**config.mk**
```make
export PLATFORM = sky130hd
export DESIGN_NAME = seq_divider
export DESIGN_NICKNAME = d
export VERILOG_FILES = /design/src/rtl/seq_divider_pkg.sv /design/src/rtl/seq_divider_iter_down_counter.sv /design/src/rtl/seq_divider.sv
export SDC_FILE = /design/constraint.sdc
export NUM_CORES = 1
export LEC_CHECK = 0
export BUFFER_PORTS_ARGS = -buffer_cell sky130_fd_sc_hd__buf_2
export CELL_PAD_IN_SITES_DETAIL_PLACEMENT = 0
export CELL_PAD_IN_SITES_GLOBAL_PLACEMENT = 1
export CORE_MARGIN = 2
export CORE_UTILIZATION = 43
export CTS_CLUSTER_SIZE = 24
export DETAILED_ROUTE_END_ITERATION = 10
export PLACE_DENSITY_LB_ADDON = 0.3
export SYNTH_ARGS = -nofsm -noshare
export SYNTH_HDL_FRONTEND = slang
export SYNTH_SLANG_ARGS = --single-unit
```
**constraint.sdc**
```tcl
create_clock -name clk -period 3.2 [get_ports clk]
set_input_delay 0.16 -clock clk [delete_from_list [all_inputs] [get_ports clk]]
set_output_delay 0.16 -clock clk [all_outputs]
set_load 0.01 [all_outputs]
```
**src/rtl/seq_divider_pkg.sv**
```systemverilog
// Shared types and defaults for the sequential restoring divider.
package seq_divider_pkg;

  typedef enum logic [1:0] {
    IDLE = 2'd0,
    CALC = 2'd1,
    DONE = 2'd2
  } div_state_e;

  localparam int DIV_DEFAULT_WIDTH = 8;

endpackage

```
**src/rtl/seq_divider_iter_down_counter.sv**
```systemverilog
// Iteration down-counter: reset, then clear, then load, then decrement; saturates at zero.
module iter_down_counter #(
  parameter int CNT_W = 3
) (
  input  logic             clk,
  input  logic             reset,
  input  logic             clear,
  input  logic             load,
  input  logic [CNT_W-1:0] load_val,
  input  logic             en_dec,
  output logic             zero,
  output logic [CNT_W-1:0] out
);

  logic [CNT_W-1:0] r_cnt;

  always_ff @(posedge clk or negedge reset) begin
    if (!reset) begin
      r_cnt <= '0;
    end else if (clear) begin
      r_cnt <= '0;
    end else if (load) begin
      r_cnt <= load_val;
    end else if (en_dec && (r_cnt != '0)) begin
      r_cnt <= r_cnt - 1'b1;
    end
  end

  assign zero = (r_cnt == '0);
  assign out  = r_cnt;

endmodule

```
**src/rtl/seq_divider.sv**
```systemverilog
// Radix-2 restoring divider, one quotient bit per clock.
// Define SEQ_DIVIDER_SIGNED_EN to add the signed_op input (two's-complement division).
module seq_divider import seq_divider_pkg::*; #(
  parameter  int WIDTH = DIV_DEFAULT_WIDTH,
  localparam int CNT_W = $clog2(WIDTH)
) (
`ifdef SEQ_DIVIDER_SIGNED_EN
  input  logic             signed_op,
`endif
  input  logic             clk,
  input  logic             reset,
  input  logic             clear,
  input  logic             src_valid,
  output logic             src_ready,
  input  logic [WIDTH-1:0] dividend,
  input  logic [WIDTH-1:0] divisor,
  output logic             dst_valid,
  input  logic             dst_ready,
  output logic [WIDTH-1:0] quotient,
  output logic [WIDTH-1:0] remainder,
  output logic             div_by_zero,
  output logic [1:0]       dbg_state,
  output logic [CNT_W-1:0] dbg_count
);

  // Handshake: a transfer happens on an edge where valid and ready are both high;
  // src_ready is high only in IDLE, dst_valid only in DONE, and neither depends on the other side.

  div_state_e       r_state;
  logic             r_src_ready;
  logic             r_dst_valid;
  logic [WIDTH-1:0] r_quotient;
  logic [WIDTH-1:0] r_remainder;
  logic             r_dbz;
  logic [WIDTH-1:0] r_rem;
  logic [WIDTH-1:0] r_quo;
  logic [WIDTH-1:0] r_dvs;
  logic             r_neg_q;
  logic             r_neg_r;

  logic             w_dvd_neg;
  logic             w_dvs_neg;
  logic [WIDTH-1:0] w_dvd_mag;
  logic [WIDTH-1:0] w_dvs_mag;
  logic [WIDTH:0]   w_shift;
  logic [WIDTH:0]   w_diff;
  logic [WIDTH-1:0] w_rem_next;
  logic [WIDTH-1:0] w_quo_next;
  logic [WIDTH-1:0] w_q_fix;
  logic [WIDTH-1:0] w_r_fix;
  logic             w_cnt_zero;
  logic             w_cnt_load;
  logic             w_cnt_dec;
  logic [CNT_W-1:0] w_cnt;

`ifdef SEQ_DIVIDER_SIGNED_EN
  assign w_dvd_neg = signed_op & dividend[WIDTH-1];
  assign w_dvs_neg = signed_op & divisor[WIDTH-1];
`else
  assign w_dvd_neg = 1'b0;
  assign w_dvs_neg = 1'b0;
`endif

  // MIN negates to itself, which read as unsigned is exactly |MIN|.
  assign w_dvd_mag = w_dvd_neg ? (-dividend) : dividend;
  assign w_dvs_mag = w_dvs_neg ? (-divisor)  : divisor;

  assign w_shift    = {r_rem, r_quo[WIDTH-1]};
  assign w_diff     = w_shift - {1'b0, r_dvs};
  assign w_rem_next = w_diff[WIDTH] ? w_shift[WIDTH-1:0] : w_diff[WIDTH-1:0];
  assign w_quo_next = {r_quo[WIDTH-2:0], ~w_diff[WIDTH]};
  assign w_q_fix    = r_neg_q ? (-w_quo_next) : w_quo_next;
  assign w_r_fix    = r_neg_r ? (-w_rem_next) : w_rem_next;

  assign w_cnt_load = (r_state == IDLE) && src_valid;
  assign w_cnt_dec  = (r_state == CALC);

  iter_down_counter #(.CNT_W(CNT_W)) u_cnt (
    .clk      (clk),
    .reset    (reset),
    .clear    (clear),
    .load     (w_cnt_load),
    .load_val (CNT_W'(WIDTH-1)),
    .en_dec   (w_cnt_dec),
    .zero     (w_cnt_zero),
    .out      (w_cnt)
  );

  always_ff @(posedge clk or negedge reset) begin
    if (!reset) begin
      r_state     <= IDLE;
      r_src_ready <= 1'b1;
      r_dst_valid <= 1'b0;
      r_quotient  <= '0;
      r_remainder <= '0;
      r_dbz       <= 1'b0;
      r_rem       <= '0;
      r_quo       <= '0;
      r_dvs       <= '0;
      r_neg_q     <= 1'b0;
      r_neg_r     <= 1'b0;
    end else if (clear) begin
      r_state     <= IDLE;
      r_src_ready <= 1'b1;
      r_dst_valid <= 1'b0;
    end else begin
      case (r_state)
        IDLE: begin
          if (src_valid) begin
            r_rem       <= '0;
            r_quo       <= w_dvd_mag;
            r_dvs       <= w_dvs_mag;
            r_neg_q     <= w_dvd_neg ^ w_dvs_neg;
            r_neg_r     <= w_dvd_neg;
            r_src_ready <= 1'b0;
            if (divisor == '0) begin
              r_state     <= DONE;
              r_dst_valid <= 1'b1;
              r_quotient  <= '1;
              r_remainder <= dividend;
              r_dbz       <= 1'b1;
            end else begin
              r_state <= CALC;
              r_dbz   <= 1'b0;
            end
          end
        end
        CALC: begin
          r_rem <= w_rem_next;
          r_quo <= w_quo_next;
          if (w_cnt_zero) begin
            r_state     <= DONE;
            r_dst_valid <= 1'b1;
            r_quotient  <= w_q_fix;
            r_remainder <= w_r_fix;
          end
        end
        DONE: begin
          if (dst_ready) begin
            r_state     <= IDLE;
            r_dst_valid <= 1'b0;
            r_src_ready <= 1'b1;
          end
        end
        default: begin
          r_state     <= IDLE;
          r_src_ready <= 1'b1;
          r_dst_valid <= 1'b0;
        end
      endcase
    end
  end

  assign src_ready   = r_src_ready;
  assign dst_valid   = r_dst_valid;
  assign quotient    = r_quotient;
  assign remainder   = r_remainder;
  assign div_by_zero = r_dbz;
  assign dbg_state   = r_state;
  assign dbg_count   = w_cnt;

endmodule
```
==> impl_results.md, run 1 <==
- P_leak: 1.43 nW
- Post-CTS resize count: 0
- Worst-path clk slew: 0.10 ns
- Non-Filler Instances: 437
- Primary FF master, synth: dfrtp_1
- Required @ worst endpoint: 3.43 ns
- Nets: 391
- Fmax: 344 MHz
- CP max FO: 14
- Cells after DPL: 428
- Hold path cells: 2
- Die ar.: 7340 um2
- Syn Inst Count: 320
- Mapped Nets: 352
- Layout cells sized above 1: 21.1%
- Final Hold Vio Count: 0
- DR pass1 iterations: 4
- Status: completed
- Core Rows: 29
- Synth Area in Simple Gates: 16.3%
- Seq cells post-synth: 48
- Synth cell count leaders: dfrtp_1, nand2_1, nor2_1, a21oi_1, inv_1
- Post-Synth XOR/XNOR Area: 1.53%
- Setup crit start: r_quo[7]
- Core ar.: 6390 um2
- CP Capture Type: register
- Hold Crit Start: divisor[1]
- Fillcell total: 627
- Worst Skew: 0.0103 ns
- Most common cell in the netlist: dfrtp_1
- Worst-path cell chain: inv_1 > ha_1 > inv_1 > fa_1 > a211oi_1 > o211a_1 > o211a_1 > o21ai_0 > o31ai_1
- Post-synth EDFFs: 0
- First-pass GRT wire length: 12300 um
- Grt ovf: 0
- Adder-cell share of the synthesized area: 5.06%
- Ys async rst share: 100%
- WHS: 0.102 ns
- Hold Buf Count CTS: 1
- Crit. path cell count: 9
- Max_cap viols: 0
- CTS Sinks: 48
- Worst-margin pin slew: 0.710 ns
- Final Routed Wirelength: 7530 um
- Starting Density: 44.9%
- Max H-tree Level: 2
- Largest delay share family, worst path: compound AO/OA/AOI/OAI gates
- Finish-stage setup viols: 0
- Compound-gate portion of the synthesized area: 23.6%
- Cts bufs inserted: 5
- Layout area overhead: 14.0%
- Worst reg-to-reg path cell count: 9
- Crit path time final: 2.91 ns
- Top cell type's share of synthesized area: 41.0%
- Reg-to-reg startpoint: r_quo[7]
- Buf+Inv Stages, Crit Path: 2
- Placer Congestion: 0.799
- Worst Path Arrival: 3.13 ns
- Iteration-0 DRC Markers: 163
- Die span in x: 85.7 um
- Power Density: 731 nW/um2
- Post-synthesis average cell area: 8.96 um2
- Die H: 85.7 um
- YS warnings: 0
- Crit-path slowest cell: o211a_1
- Total I/O pin count: 45
- CTS tree: done
- Vias in the first global route: 2416
- ANT nets after route: 0
- RSZ-0062 raised after global routing: no
- Rel. slew slack: 52.7%
- Peak supply drop: 305 uV
- Gr usage total: 21.5%
- Largest area contributor in the netlist: dfrtp_1
- Cell variety after synth: 48
- Share of the yosys chip area belonging to registers: 41.9%
- Postcts setup bufs: 0
- Top cells by area, synth: dfrtp_1, nand2_1, a21oi_1, nor2_1, ha_1
- Root buffer selected by CTS: clkbuf_8
- Setup_tns: 0 ns
- Detailed placement HPWL: 5540 um
- Worst min path class: input port to register
- Antenna Cells: 0
- Final period util: 90.8%
- Initial antenna violation count: 0
- DR vias/cell: 5.91
- Mux share of post-synthesis cell area: 6.41%
- Drt drc: 0
- Avg WL per Cell: 17.2 um
- Longest Clk Path Bufs: 2
- Critical Path Source Type: register
- Power, Total: 0.00239 W
- Pin count of the biggest net entering global routing: 28
- Largest family of logic cells by synthesized area: compound AO/OA/AOI/OAI gates
- Mapped cell area: 2870 um2
- Delay of the slowest critical-path stage: 0.47 ns
- Setup Crit Path Kind: register to register
- Max Slew Vio Count: 0
- Port Buffer Count: 44
- Total number of vias: 2584
- Worst skew pair latency: 0.31 ns
where the power goes:
group | total [W] | switching [W] | internal, W
sequential | 0.000920 | 0.000141 | 0.000779
combinational | 0.00107 | 0.000612 | 0.000453
clock | 0.000403 | 0.000228 | 0.000176
layout make-up:
type / instances / area (um2) / area share, %
Tap cell: 77 / 96.3 / 2.95
Multi-Input combinational cell: 234 / 1520 / 46.6
Inverter: 18 / 67.6 / 2.07
Clock inverter: 2 / 15.0 / 0.459
Timing Repair Buffer: 52 / 283 / 8.65
Clock buffer: 6 / 82.6 / 2.53
Sequential cell: 48 / 1200 / 36.8
path summary, 6_finish.rpt:
check,end,slack [ns]
max in group asynchronous,r_dvs[5],2.11
min in group asynchronous,r_rem[1],0.34
min,r_dvs[1],0.10
min reg2reg,div_by_zero,0.50
max reg2reg,remainder[5],0.29
max,remainder[5],0.29
per-layer routing:
layer  wire (um)  track usage, %
met2        3510            34.0
met5           0               0
met1        3510            30.5
met3         436            3.85
met4          75            6.06
logic make-up (layout without fill, tap and decap cells):
group | after synthesis | count (layout)
flops | 48 | 48
simple gates | 102 | 102
buf+inv | 38 | 78
xor+xnor | 5 | 5
compound gates | 99 | 99
fa+ha+maj | 11 | 11
mux | 17 | 17
layout by cell type, fill, tap and decap left out, drive strengths merged, types with 2 or more instances in the layout:
| cell type | count |
|---|---|
| or3 | 8 |
| nor4 | 2 |
| nor3 | 6 |
| o22a | 6 |
| mux2i | 6 |
| nand3 | 3 |
| nand4 | 3 |
| a21o | 2 |
| nand4b | 3 |
| xor2 | 3 |
| clkinvlp | 2 |
| ha | 10 |
| o21ai | 15 |
| dfrtp | 47 |
| inv | 18 |
| o211ai | 5 |
| a21oi | 26 |
| a31oi | 10 |
| or4 | 2 |
| mux2 | 11 |
| nor2 | 34 |
| xnor2 | 2 |
| clkbuf | 6 |
| nand2 | 36 |
| nand2b | 2 |
| o2111ai | 8 |
| a211oi | 4 |
| buf | 51 |
| o211a | 2 |
| o31ai | 6 |
| a2111oi | 5 |
per-stage QoR:
stage	worst slack (ns)	instance area, um2	utilization, %
floorplan	0.834	2870	-
detailed placement	0.419	3160	49.5
global route	0.0957	3270	51.2
finish	0.294	3270	51.2
global placement	0.514	3160	49.5
CTS	0.365	3270	51.2
sequential cells by signal (all words and copies together) (netlist names):
| signal | cells |
|---|---|
| quotient | 8 |
| r_dvs | 8 |
| r_quo | 8 |
| r_rem | 8 |
| remainder | 8 |
| u_cnt.out | 3 |
| dbg_state | 2 |
| div_by_zero | 1 |
| dst_valid | 1 |
| src_ready | 1 |
Note: power is estimated with default switching activity, not from simulation.
==> run 2: changes to the inputs <==
--- a/config.mk
+++ b/config.mk
@@ -15,4 +15,5 @@
 export PLACE_DENSITY_LB_ADDON = 0.3
 export SYNTH_ARGS = -nofsm -noshare
 export SYNTH_HDL_FRONTEND = slang
+export SYNTH_HIERARCHICAL = 1
 export SYNTH_SLANG_ARGS = --single-unit
==> run 2 against run 1 <==
Synthesized area shrank 0.87%; register-to-register slack gained 0.43 ns; global-route usage shrank 1.6 points; cell count shrank 0.69%; clock-buffer cell count grew 1; sequential power grew 18%; sequential share of layout area grew 0.085 points; worst hold slack lost 0.025 ns; critical path type unchanged; first-iteration DRC count shrank 15%; setup slack gained 0.43 ns; critical path depth is the same.
==> impl_results.md, run 2 <==
- Setup Crit Path Kind: register to register
- Post-route cell area: 3260 um2
- Die H: 85.3 um
- Port Buffer Count: 44
- CTS Sinks: 48
- R2R Setup Slk: 0.72 ns
- Worst min path class: input port to register
- Fmax: 403 MHz
- Setup crit start: r_quo[7]
- Ys async rst share: 100%
- Power Density: 1130 nW/um2
- Layout area overhead: 14.7%
- Post-synthesis average cell area: 9.08 um2
- Crit path time final: 2.48 ns
- Seq cells post-synth: 48
- Most frequent cells in the layout: dfrtp_1, nand2_1, buf_2, nor2_1, inv_1
- Hold Crit Start: divisor[0]
- Hold Buf Count CTS: 1
- Max H-tree Level: 2
- Non-Filler Instances: 434
- Critical Path Source Type: register
- RSZ-0062 raised after global routing: no
- Peak supply drop: 525 uV
- WHS: 0.0772 ns
- Most common cell in the netlist: dfrtp_1
- Detailed placement HPWL: 5170 um
- Initial antenna violation count: 0
- Largest area contributor in the netlist: dfrtp_1
- Synth Area in Simple Gates: 18.2%
- Total number of vias: 2463
- Primary FF master, synth: dfrtp_1
- P_leak: 1.44 nW
- Gr usage total: 19.9%
- Post-synth EDFFs: 0
- Top cell type's share of synthesized area: 41.4%
- Cts bufs inserted: 5
- Worst reg-to-reg path cell count: 9
- Synth cell count leaders: dfrtp_1, nand2_1, nor2_1, inv_1
- Mux share of post-synthesis cell area: 2.11%
- CP Capture Type: register
- CTS tree: done
- Cells after DPL: 425
- Longest Clk Path Bufs: 2
- Total I/O pin count: 45
- Util after Layout: 51.1%
- Adder-cell share of the synthesized area: 5.11%
- DR pass1 iterations: 4
- Hold path cells: 3
- Final Routed Wirelength: 6990 um
- Worst skew pair latency: 0.30 ns
- Nets: 388
- Rel. slew slack: 34.0%
- Post-DP Area: 3120 um2
- Required @ worst endpoint: 3.35 ns
- Post-Synth XOR/XNOR Area: 1.85%
- Max_cap viols: 0
- Reg-to-reg startpoint: r_quo[7]
- Drt drc: 0
- Share of the yosys chip area belonging to registers: 42.3%
- Min-Delay Endpoint: r_dvs[0]
- Setup_tns: 0 ns
- Compound-gate portion of the synthesized area: 25.4%
- Top cells by area, synth: dfrtp_1, nand2_1, ha_1, nor2_1, a31oi_1
- Core Rows: 29
- Status: completed
- Root buffer selected by CTS: clkbuf_8
- YS warnings: 6
- Core ar.: 6390 um2
- Fillcell total: 593
- Vias in the first global route: 2373
- Avg WL per Cell: 16.1 um
- DR vias/cell: 5.68
- First-pass GRT wire length: 11600 um
- Most common cell after layout, fill and taps aside: dfrtp_1
- Iteration-0 DRC Markers: 139
- Die span in x: 85.3 um
- Layout cells sized above 1: 20.4%
- Final period util: 77.5%
- Grt ovf: 0
- Max Slew Vio Count: 0
- ANT nets after route: 0
- Worst Path Arrival: 2.63 ns
- Largest family of logic cells by synthesized area: compound AO/OA/AOI/OAI gates
- Syn Inst Count: 313
- Antenna Cells: 0
- Postcts setup bufs: 0
- Die ar.: 7280 um2
- Final Hold Vio Count: 0
- Worst-margin pin slew: 0.984 ns
- Placer Congestion: 0.817
- Worst-path clk slew: 0.09 ns
- Cell variety after synth: 54
- CP max FO: 14
- Pin count of the biggest net entering global routing: 28
- Post-CTS resize count: 0
- Reg-to-Reg End: r_rem[4]
- Starting Density: 44.5%
- Worst Skew: 0.00771 ns
- Mapped cell area: 2840 um2
- Finish-stage setup viols: 0
-- run 2: changes by cell type in the layout (fill, tap and decap cells not counted), sizes merged, moves of 6 or more --
cell   delta
mux2     -11
o21ai     +7
nand2     +8
a21oi    -10
or3       -6
-- run 2: critical path, stage by stage (launching register included) --
cell and delay [ns]:
dfrtp_1 0.41, inv_1 0.07, ha_1 0.15, inv_1 0.05, fa_1 0.41, a211oi_2 0.37, o211a_4 0.26, o211a_4 0.29
mux2i_1 0.22, o31ai_1 0.09
-- run 2: cell families (layout without fill, tap and decap cells) --
group / count (synthesis) / in the layout
AO/OA/AOI/OAI: 98 / 98
XOR/XNOR: 6 / 6
adder cells (fa/ha/maj): 11 / 11
buffers and inverters: 33 / 75
flip-flops: 48 / 48
multiplexers: 6 / 6
other: 1 / 3
AND/OR/NAND/NOR: 110 / 110
-- run 2: stage by stage --
stage	total power (W)	worst slack, ns
detailed placement	0.00321	0.776
global route	0.00400	0.564
finish	0.00369	0.720
global placement	0.00317	0.828
floorplan	0.00268	0.969
CTS	0.00370	0.753
-- run 2: cell type report --
class	count	area, um2	area share, %
Sequential cell	48	1200	36.9
Timing Repair Buffer	49	260	7.98
Tap cell	77	96.3	2.95
Inverter	18	67.6	2.07
Clock buffer	7	96.3	2.95
Clock inverter	1	30.0	0.921
Multi-Input combinational cell	234	1510	46.2
-- run 2: worst max-delay path by stage --
stage / endpoint / slack, ns
2_1_floorplan: remainder[3] / 0.97
3_3_place_gp: r_rem[3] / 0.83
3_5_place_dp: r_rem[4] / 0.78
4_1_cts: r_rem[4] / 0.75
5_1_grt: r_rem[4] / 0.56
6_report: r_rem[4] / 0.72
-- run 2: where the power goes --
| part | switching, W | total (W) | internal (W) | leakage [nW] |
|---|---|---|---|---|
| Sequential | 0.000217 | 0.00109 | 0.000872 | 0.570 |
| Clock | 0.000202 | 0.000478 | 0.000276 | 0.0645 |
| Combinational | 0.00128 | 0.00212 | 0.000845 | 0.801 |
| Total | 0.00170 | 0.00369 | 0.00199 | 1.44 |
-- run 2: layer usage --
metal | vias to the layer above | wire length (um) | global-route usage [%]
met2 | 63 | 3120 | 29.7
met3 | 10 | 276 | 3.40
met4 | 0 | 112 | 7.22
li1 | 1224 | - | -
met5 | - | 0 | 0
met1 | 1166 | 3480 | 29.2
